$ cat src/rtl/serial_subtractor.sv
// Bit-serial LSB-first subtractor: diff = a - b, one bit per clock through a
// full-subtractor cell and a borrow flop, with a start/busy/done handshake.
module serial_subtractor #(
    parameter int WIDTH = 8
) (
    input  logic             clk,
    input  logic             rst,
    input  logic             start,
    input  logic [WIDTH-1:0] a,
    input  logic [WIDTH-1:0] b,
    output logic             busy,
    output logic             done,
    output logic [WIDTH-1:0] diff,
    output logic             borrow
);

    localparam int CW = $clog2(WIDTH);

    typedef enum logic [1:0] {IDLE, RUN, DONE} state_t;

    state_t           state, state_nxt;
    logic [WIDTH-1:0] sa, sb, sr;
    logic [CW-1:0]    cnt;
    logic             bin;
    logic             d, bout, accept, last;

    assign d      = sa[0] ^ sb[0] ^ bin;
    assign bout   = (~sa[0] & sb[0]) | (~(sa[0] ^ sb[0]) & bin);
    assign accept = start && (state != RUN);
    assign last   = (cnt == CW'(WIDTH - 1));

    assign busy = (state == RUN);
    assign done = (state == DONE);

    always_ff @(posedge clk) begin
        if (rst) state <= IDLE;
        else     state <= state_nxt;
    end

    always_comb begin
        state_nxt = state;
        case (state)
            IDLE:    if (start) state_nxt = RUN;
            RUN:     if (last)  state_nxt = DONE;
            DONE:    state_nxt = start ? RUN : IDLE;
            default: state_nxt = IDLE;
        endcase
    end

    always_ff @(posedge clk) begin
        if (rst) begin
            sa     <= '0;
            sb     <= '0;
            sr     <= '0;
            bin    <= 1'b0;
            cnt    <= '0;
            diff   <= '0;
            borrow <= 1'b0;
        end else if (accept) begin
            sa  <= a;
            sb  <= b;
            bin <= 1'b0;
            cnt <= '0;
        end else if (state == RUN) begin
            sa  <= sa >> 1;
            sb  <= sb >> 1;
            sr  <= {d, sr[WIDTH-1:1]};
            bin <= bout;
            cnt <= cnt + CW'(1);
            // Final bit is folded in directly so diff is complete on DONE entry.
            if (last) begin
                diff   <= {d, sr[WIDTH-1:1]};
                borrow <= bout;
            end
        end
    end

endmodule
$ cat config.mk
export PLATFORM = sky130hd
export DESIGN_NAME = serial_subtractor
export DESIGN_NICKNAME = d
export VERILOG_FILES = /design/src/rtl/serial_subtractor.sv
export SDC_FILE = /design/constraint.sdc
export NUM_CORES = 1
export LEC_CHECK = 0
export BUFFER_PORTS_ARGS = -buffer_cell sky130_fd_sc_hd__buf_4
export CORE_MARGIN = 2
export CORE_UTILIZATION = 53
export DETAILED_ROUTE_END_ITERATION = 16
export GPL_TIMING_DRIVEN = 0
export PLACE_DENSITY = 0.77
export SYNTH_ARGS = -nofsm -noshare
export SYNTH_HDL_FRONTEND = slang
export SYNTH_SLANG_ARGS = --single-unit
$ cat constraint.sdc
create_clock -name clk -period 2.1 [get_ports clk]
set_input_delay 0.42 -clock clk [delete_from_list [all_inputs] [get_ports clk]]
set_output_delay 0.42 -clock clk [all_outputs]
set_load 0.1 [all_outputs]
==> results_dict.tcl, run 1 <==
set metrics [dict create \
    synth_flop_cell "sky130_fd_sc_hd__dfxtp_1" \
    cp_data_arrival_time_ns 1.50 \
    final_core_utilization_pct 68.8 \
    dpl.hpwl_um 2270 \
    buffer_ports.inserted 28 \
    gr-usage-met3_pct 7.69 \
    placedInstanceArea_um2 1850 \
    rsz0062_at_grt "false" \
    holdBufCountCts 0 \
    synth_top_area_cell "sky130_fd_sc_hd__dfxtp_1" \
    layout-drive-gt1-share_pct 28.8 \
    critical-path-max-stage-delay_ns 0.46 \
    wirelength_um 3030 \
    cts_root_buffer "sky130_fd_sc_hd__clkbuf_4" \
    chipWidth_um 59.0 \
    ctsHtreeMaxLevel 2 \
    violations "DRC" \
    setup.worst_path.start_class "register" \
    ant_nets 0 \
    p_leak_nw 0.807 \
    crit_fanout 10 \
    n_antenna_cell 0 \
    timing.critical_path.required_ns 1.68 \
    drt-wirelength-per-cell_um 12.8 \
    drt_pre_antenna_iters 10 \
    use_met1_pct 25.3 \
    total_grt_overflow 0 \
    max_slew_margin_pct 53.1 \
    achievable-frequency_mhz 521 \
    coreArea_um2 2810 \
    timing.hold.worst.class "in -> reg" \
    fin_area_um2 1930 \
    area.growth.synth_to_final_pct 20.6 \
    grt_pass1_wl_um 5400 \
    report.final.slew_viol_count 0 \
    hold-worst-slack_ns 0.367 \
    synth_area_per_cell_um2 9.47 \
    floorplan.initialDensity_pct 57.0 \
    most_frequently_used_cell_type_in_the_post_synthesis_netlist "sky130_fd_sc_hd__dfxtp_1" \
    post_drt_via_cell_ratio 5.40 \
    finalSetupViolations 0 \
    postCtsSetupRepairBufs 0 \
    synth.top_cell.area_share_pct 47.5 \
    grt_usage_pct 20.8 \
    cp_class "reg -> out" \
    worst_slew_pin_slew_ns 0.704 \
    synth_edf_count 0 \
    worst_slack_ns 0.179 \
    grt_pass1_vias 1240 \
    boundaryPins 30 \
    synth.cells.most_frequent "sky130_fd_sc_hd__dfxtp_1, sky130_fd_sc_hd__nand2_1, sky130_fd_sc_hd__a21oi_1, sky130_fd_sc_hd__nor2_1, sky130_fd_sc_hd__mux2i_1" \
    grt_antenna_before_repair 0 \
    max-vdd-ir-drop_uv 473 \
    post-route-period-util_pct 91.5 \
    globalRouteMet2Util_pct 34.0 \
    critical_path.endpoint_type "output pin" \
    mappedNetlistNets 191 \
    post_cts_resized 0 \
    clock_tree.buffer_depth 2 \
    ys_warn_count 0 \
    pre_cts_ws_ns 0.550 \
    maximum_number_of_pins_on_one_net_before_global_route_repair 13 \
    fin_nets 226 \
    crit_top_cell "sky130_fd_sc_hd__buf_4" \
    row_cnt 19 \
    clock_sinks 38 \
    status "finished with violations" \
    drt_drc_violations_left 2 \
    gp_congestion 0.724 \
    synth-async-reset-ratio_pct 0 \
    placed_cells 228 \
    grt_busiest_layer "met2" \
    synth_seq_area_share_pct 47.5 \
    power_mw 1.45 \
    dr_total_vias 1274 \
    die_area_um2 3480 \
    yosys.cell_types.count 24 \
    worst_skew_pair.late_latency_ns 0.34 \
    clkTransAtPathRegs_ns 0.11 \
    layout_min_cycle_time_ns 1.92 \
    finish.cell_count_without_fillers 236 \
    largest_cells_by_area_after_synthesis "sky130_fd_sc_hd__dfxtp_1, sky130_fd_sc_hd__mux2i_1, sky130_fd_sc_hd__a211oi_2" \
    max_cap_violations 0 \
    number_of_register_bits_inferred_by_synthesis 38 \
    setup-tns-final_ns 0 \
    drt-initial-drc-count 48 \
    cts_tree "yes" \
    cts_buffers 5 \
    final.setup_skew_ns 0.00832 \
    critical_path_cell_by_cell "nand2b_4, inv_2, buf_4, buf_4" \
    report.final.hold_viol_count 0 \
    power-per-cell-area_nw_per_um2 751 \
    synthesis.area_um2 1600 \
    dieHeight_um 59.0 \
    cp_slowest_cell "sky130_fd_sc_hd__dfxtp_1" \
    synthesis.instances 169 \
]
## path summary, 6_finish.rpt
path / start / endpoint / slack (ns) / cells past startpoint
max: state[0]$_SDFFE_PP0P_ / busy / 0.18 / 4
min reg2reg: diff[3]$_SDFFE_PP0P_ / diff[3]$_SDFFE_PP0P_ / 0.46 / 2
min: start / bin$_SDFFE_PP0P_ / 0.37 / 3
max reg2reg: cnt[0]$_SDFFE_PP0P_ / borrow$_SDFFE_PP0P_ / 0.70 / 6
## report_power, final
part           switching [mW]  internal, mW
clock                   0.233         0.247
sequential             0.0212         0.755
combinational           0.106        0.0875
## state kept, by name, summed over array words and instances (netlist names)
name    cells
bin         1
borrow      1
cnt         3
diff        8
sa          8
sb          8
sr          7
state       2
## critical path, delay by kind of cell (launching register included)
kind / cells / cell delay [ns]
flops: 1 / 0.46
buf+inv: 3 / 0.61
simple gates: 1 / 0.10
## placed cells by master, fill, tap and decap left out, types with 2 or more instances in the layout
cell                       netlist  final
sky130_fd_sc_hd__a211oi_1        4      4
sky130_fd_sc_hd__a211oi_2       11     11
sky130_fd_sc_hd__a21oi_1        19     19
sky130_fd_sc_hd__buf_2           4      4
sky130_fd_sc_hd__buf_4           3     31
sky130_fd_sc_hd__buf_6           2      2
sky130_fd_sc_hd__clkbuf_1        2      2
sky130_fd_sc_hd__clkbuf_4        0      5
sky130_fd_sc_hd__clkinv_2        0      2
sky130_fd_sc_hd__dfxtp_1        38     38
sky130_fd_sc_hd__ha_1            2      2
sky130_fd_sc_hd__inv_1           3      3
sky130_fd_sc_hd__mux2i_1        16     16
sky130_fd_sc_hd__nand2_1        32     32
sky130_fd_sc_hd__nand2b_1        2      2
sky130_fd_sc_hd__nand3b_1        4      4
sky130_fd_sc_hd__nor2_1         17     17
sky130_fd_sc_hd__nor3_1          2      2
## metal layers
| metal | vias up | wire [um] |
|---|---|---|
| met5 | - | 0 |
| met4 | 0 | 29 |
| met3 | 4 | 165 |
| met2 | 25 | 1460 |
| met1 | 598 | 1380 |
| li1 | 647 | - |
## logic make-up (layout without fill, tap and decap cells)
group / count (synthesis) / in the layout / synth area share [%]
compound gates: 35 / 35 / 17.0
mux: 16 / 16 / 10.0
fa+ha+maj: 3 / 3 / 2.81
buf+inv: 16 / 52 / 5.71
flops: 38 / 38 / 47.5
simple gates: 61 / 61 / 17.0
## layout make-up
type,instances,area (um2)
clock buffer,5,37.5
multi-input combinational,115,751
timing repair buffer,28,210
buffer,12,76.3
fill,239,876
clock inverter,3,40.0
tap,31,38.8
inverter,4,15.0
sequential,38,761
Power figures use the tool's default switching activity.
==> run 2: changes to the inputs <==
Settings changed: CELL_PAD_IN_SITES_DETAIL_PLACEMENT from default to 0, CELL_PAD_IN_SITES_GLOBAL_PLACEMENT from default to 2, CORE_UTILIZATION 53 to 35, PLACE_DENSITY 0.77 to 0.91.
==> run 2 against run 1 <==
Effect of this change: cell area grew 1.3%; via count shrank 1.0%; global-route usage is 6.7 points lower; non-clock buffer count unchanged; first-iteration DRC count is 4.2% higher; largest power group unchanged; core utilization fell by 24 points; the flow now finishes without violations; clock power is 4% lower; highest routed layer unchanged; register-to-register slack about the same; critical endpoint unchanged.
==> results_dict.tcl, run 2 (synthesis gave the netlist of run 1 again) <==
set metrics [dict create \
    cts_buffers 5 \
    max-vdd-ir-drop_uv 384 \
    floorplan.initialDensity_pct 36.5 \
    ant_nets 0 \
    p_leak_nw 0.800 \
    status "finished, final reports clean" \
    max_slew_margin_pct 51.4 \
    pwr-share-clk_pct 32.2 \
    layout-drive-gt1-share_pct 27.5 \
    drt-initial-drc-count 50 \
    drt_drc_violations_left 0 \
    setup-tns-final_ns 0 \
    top_regs "diff: 8 flops, sa: 8 flops, sb: 8 flops" \
    worst_slack_ns 0.253 \
    grt_pass1_vias 1262 \
    report.final.slew_viol_count 0 \
    finish.cell_count_without_fillers 256 \
    max_cap_violations 0 \
    internal_power_mw 1.07 \
    power_mw 1.43 \
    maximum_number_of_pins_on_one_net_before_global_route_repair 11 \
    pwr-share-comb_pct 13.6 \
    power_switching_mw 0.361 \
    worst_skew_pair.late_latency_ns 0.28 \
    clock_tree.buffer_depth 2 \
    cp_slowest_cell "sky130_fd_sc_hd__dfxtp_1" \
    gp_congestion 0.735 \
    clock_sinks 38 \
    cts_tree "yes" \
    final.setup_skew_ns 0.00474 \
    report.final.hold_viol_count 0 \
    dpl.hpwl_um 2360 \
    die_area_um2 5130 \
    reg2reg_slack_ns 0.70 \
    crit_end "busy" \
    critical-path-max-stage-delay_ns 0.44 \
    rr_startpoint "cnt[0]$_SDFFE_PP0P_" \
    wirelength_um 3230 \
    hold_depth 3 \
    cp_class "reg -> out" \
    crit_buf_inv 3 \
    number_of_fill_cells_in_the_layout 435 \
    power.share.switching_pct 25.2 \
    dr_total_vias 1261 \
    seq_power_share_pct 54.2 \
    crit_top_cell "sky130_fd_sc_hd__buf_4" \
    placed_cells 249 \
    critical_path_cell_by_cell "nand2b_4, inv_2, buf_4, buf_4" \
    layout.cells.most_common "sky130_fd_sc_hd__dfxtp_1" \
    cpLargestDelayFamily "buffers and inverters" \
    post_cts_resized 0 \
    power-per-cell-area_nw_per_um2 733 \
    rsz0062_at_grt "false" \
    rr_worst_depth 6 \
    cts_root_buffer "sky130_fd_sc_hd__clkbuf_8" \
    total_grt_overflow 0 \
    timing.rr.end "borrow$_SDFFE_PP0P_" \
    timing.critical_path.required_ns 1.68 \
    grt_pass1_wl_um 5640 \
    area.growth.synth_to_final_pct 22.1 \
    row_cnt 24 \
    n_antenna_cell 0 \
    drt-wirelength-per-cell_um 12.6 \
    pre_cts_ws_ns 0.548 \
    ctsHtreeMaxLevel 2 \
    worst-path-stages 4 \
    fin_nets 226 \
    finalSetupViolations 0 \
    clkTransAtPathRegs_ns 0.07 \
    dieHeight_um 71.6 \
    cp-startpoint "state[0]$_SDFFE_PP0P_" \
    grt_antenna_before_repair 0 \
    post-route-period-util_pct 87.9 \
    layout_min_cycle_time_ns 1.85 \
    buffer_ports.inserted 28 \
    postCtsSetupRepairBufs 0 \
    drt_pre_antenna_iters 4 \
    boundaryPins 30 \
    post_drt_via_cell_ratio 4.93 \
    crit_fanout 10 \
    holdBufCountCts 0 \
    timing.hold.worst.class "in -> reg" \
    chipWidth_um 71.6 \
    coreArea_um2 4380 \
    layout_common_cells "sky130_fd_sc_hd__dfxtp_1, sky130_fd_sc_hd__nand2_1, sky130_fd_sc_hd__buf_4, sky130_fd_sc_hd__a21oi_1, sky130_fd_sc_hd__nor2_1" \
    setup.worst_path.start_class "register" \
    critical_path.endpoint_type "output pin" \
    cp_data_arrival_time_ns 1.43 \
    worst_slew_pin_slew_ns 0.729 \
    grt_usage_pct 14.1 \
    achievable-frequency_mhz 542 \
]
==> run 2: cell count changes in the layout (fill, tap and decap cells not counted) <==
cell,change
sky130_fd_sc_hd__bufinv_16,-1
sky130_fd_sc_hd__clkbuf_1,+2
sky130_fd_sc_hd__clkbuf_4,-5
sky130_fd_sc_hd__clkbuf_8,+5
sky130_fd_sc_hd__clkinv_2,-2
==> run 2: final cells by class <==
type | count | area, um2 | area share, %
Multi-Input combinational cell | 115 | 751 | 38.4
Buffer | 12 | 76.3 | 3.91
Sequential cell | 38 | 761 | 38.9
Clock buffer | 7 | 76.3 | 3.91
Inverter | 4 | 15.0 | 0.768
Tap cell | 52 | 65.1 | 3.33
Timing Repair Buffer | 28 | 210 | 10.8
==> run 2: how the worst min path moves through the flow <==
stage | start | to
after floorplan | sr[1]$_SDFFE_PP0P_ | diff[0]$_SDFFE_PP0P_
after global placement | diff[2]$_SDFFE_PP0P_ | diff[2]$_SDFFE_PP0P_
after detailed placement | diff[3]$_SDFFE_PP0P_ | diff[3]$_SDFFE_PP0P_
after CTS | b[7] | sb[7]$_SDFFE_PP0P_
after global routing | b[7] | sb[7]$_SDFFE_PP0P_
final | b[7] | sb[7]$_SDFFE_PP0P_
==> run 2: layer usage <==
metal | routed length, um | GRT usage, %
met2 | 1500 | 23.5
met4 | 48 | 5.03
met3 | 174 | 4.22
met1 | 1510 | 17.2
met5 | 0 | 0
==> run 2: tightest hold or removal path: stages <==
cell and delay, ns:
sky130_fd_sc_hd__buf_4 0.08, sky130_fd_sc_hd__mux2i_1 0.05, sky130_fd_sc_hd__nor3_1 0.11
==> run 2: metrics by stage <==
step           area (um2)  util (%)  hold WS [ns]
2_1_floorplan        1600         -         0.432
3_3_place_gp         1880      42.8         0.444
3_5_place_dp         1880      42.8         0.449
4_1_cts              1950      44.6         0.419
5_1_grt              1950      44.6         0.439
6_report             1950      44.6         0.417
==> run 2: power groups by stage <==
stage          combinational (mW)  sequential, mW  clock, mW
2_1_floorplan               0.142           0.787          0
3_3_place_gp                0.192           0.790          0
3_5_place_dp                0.197           0.793          0
4_1_cts                     0.197           0.776      0.482
5_1_grt                     0.215           0.780      0.511
6_report                    0.195           0.777      0.461
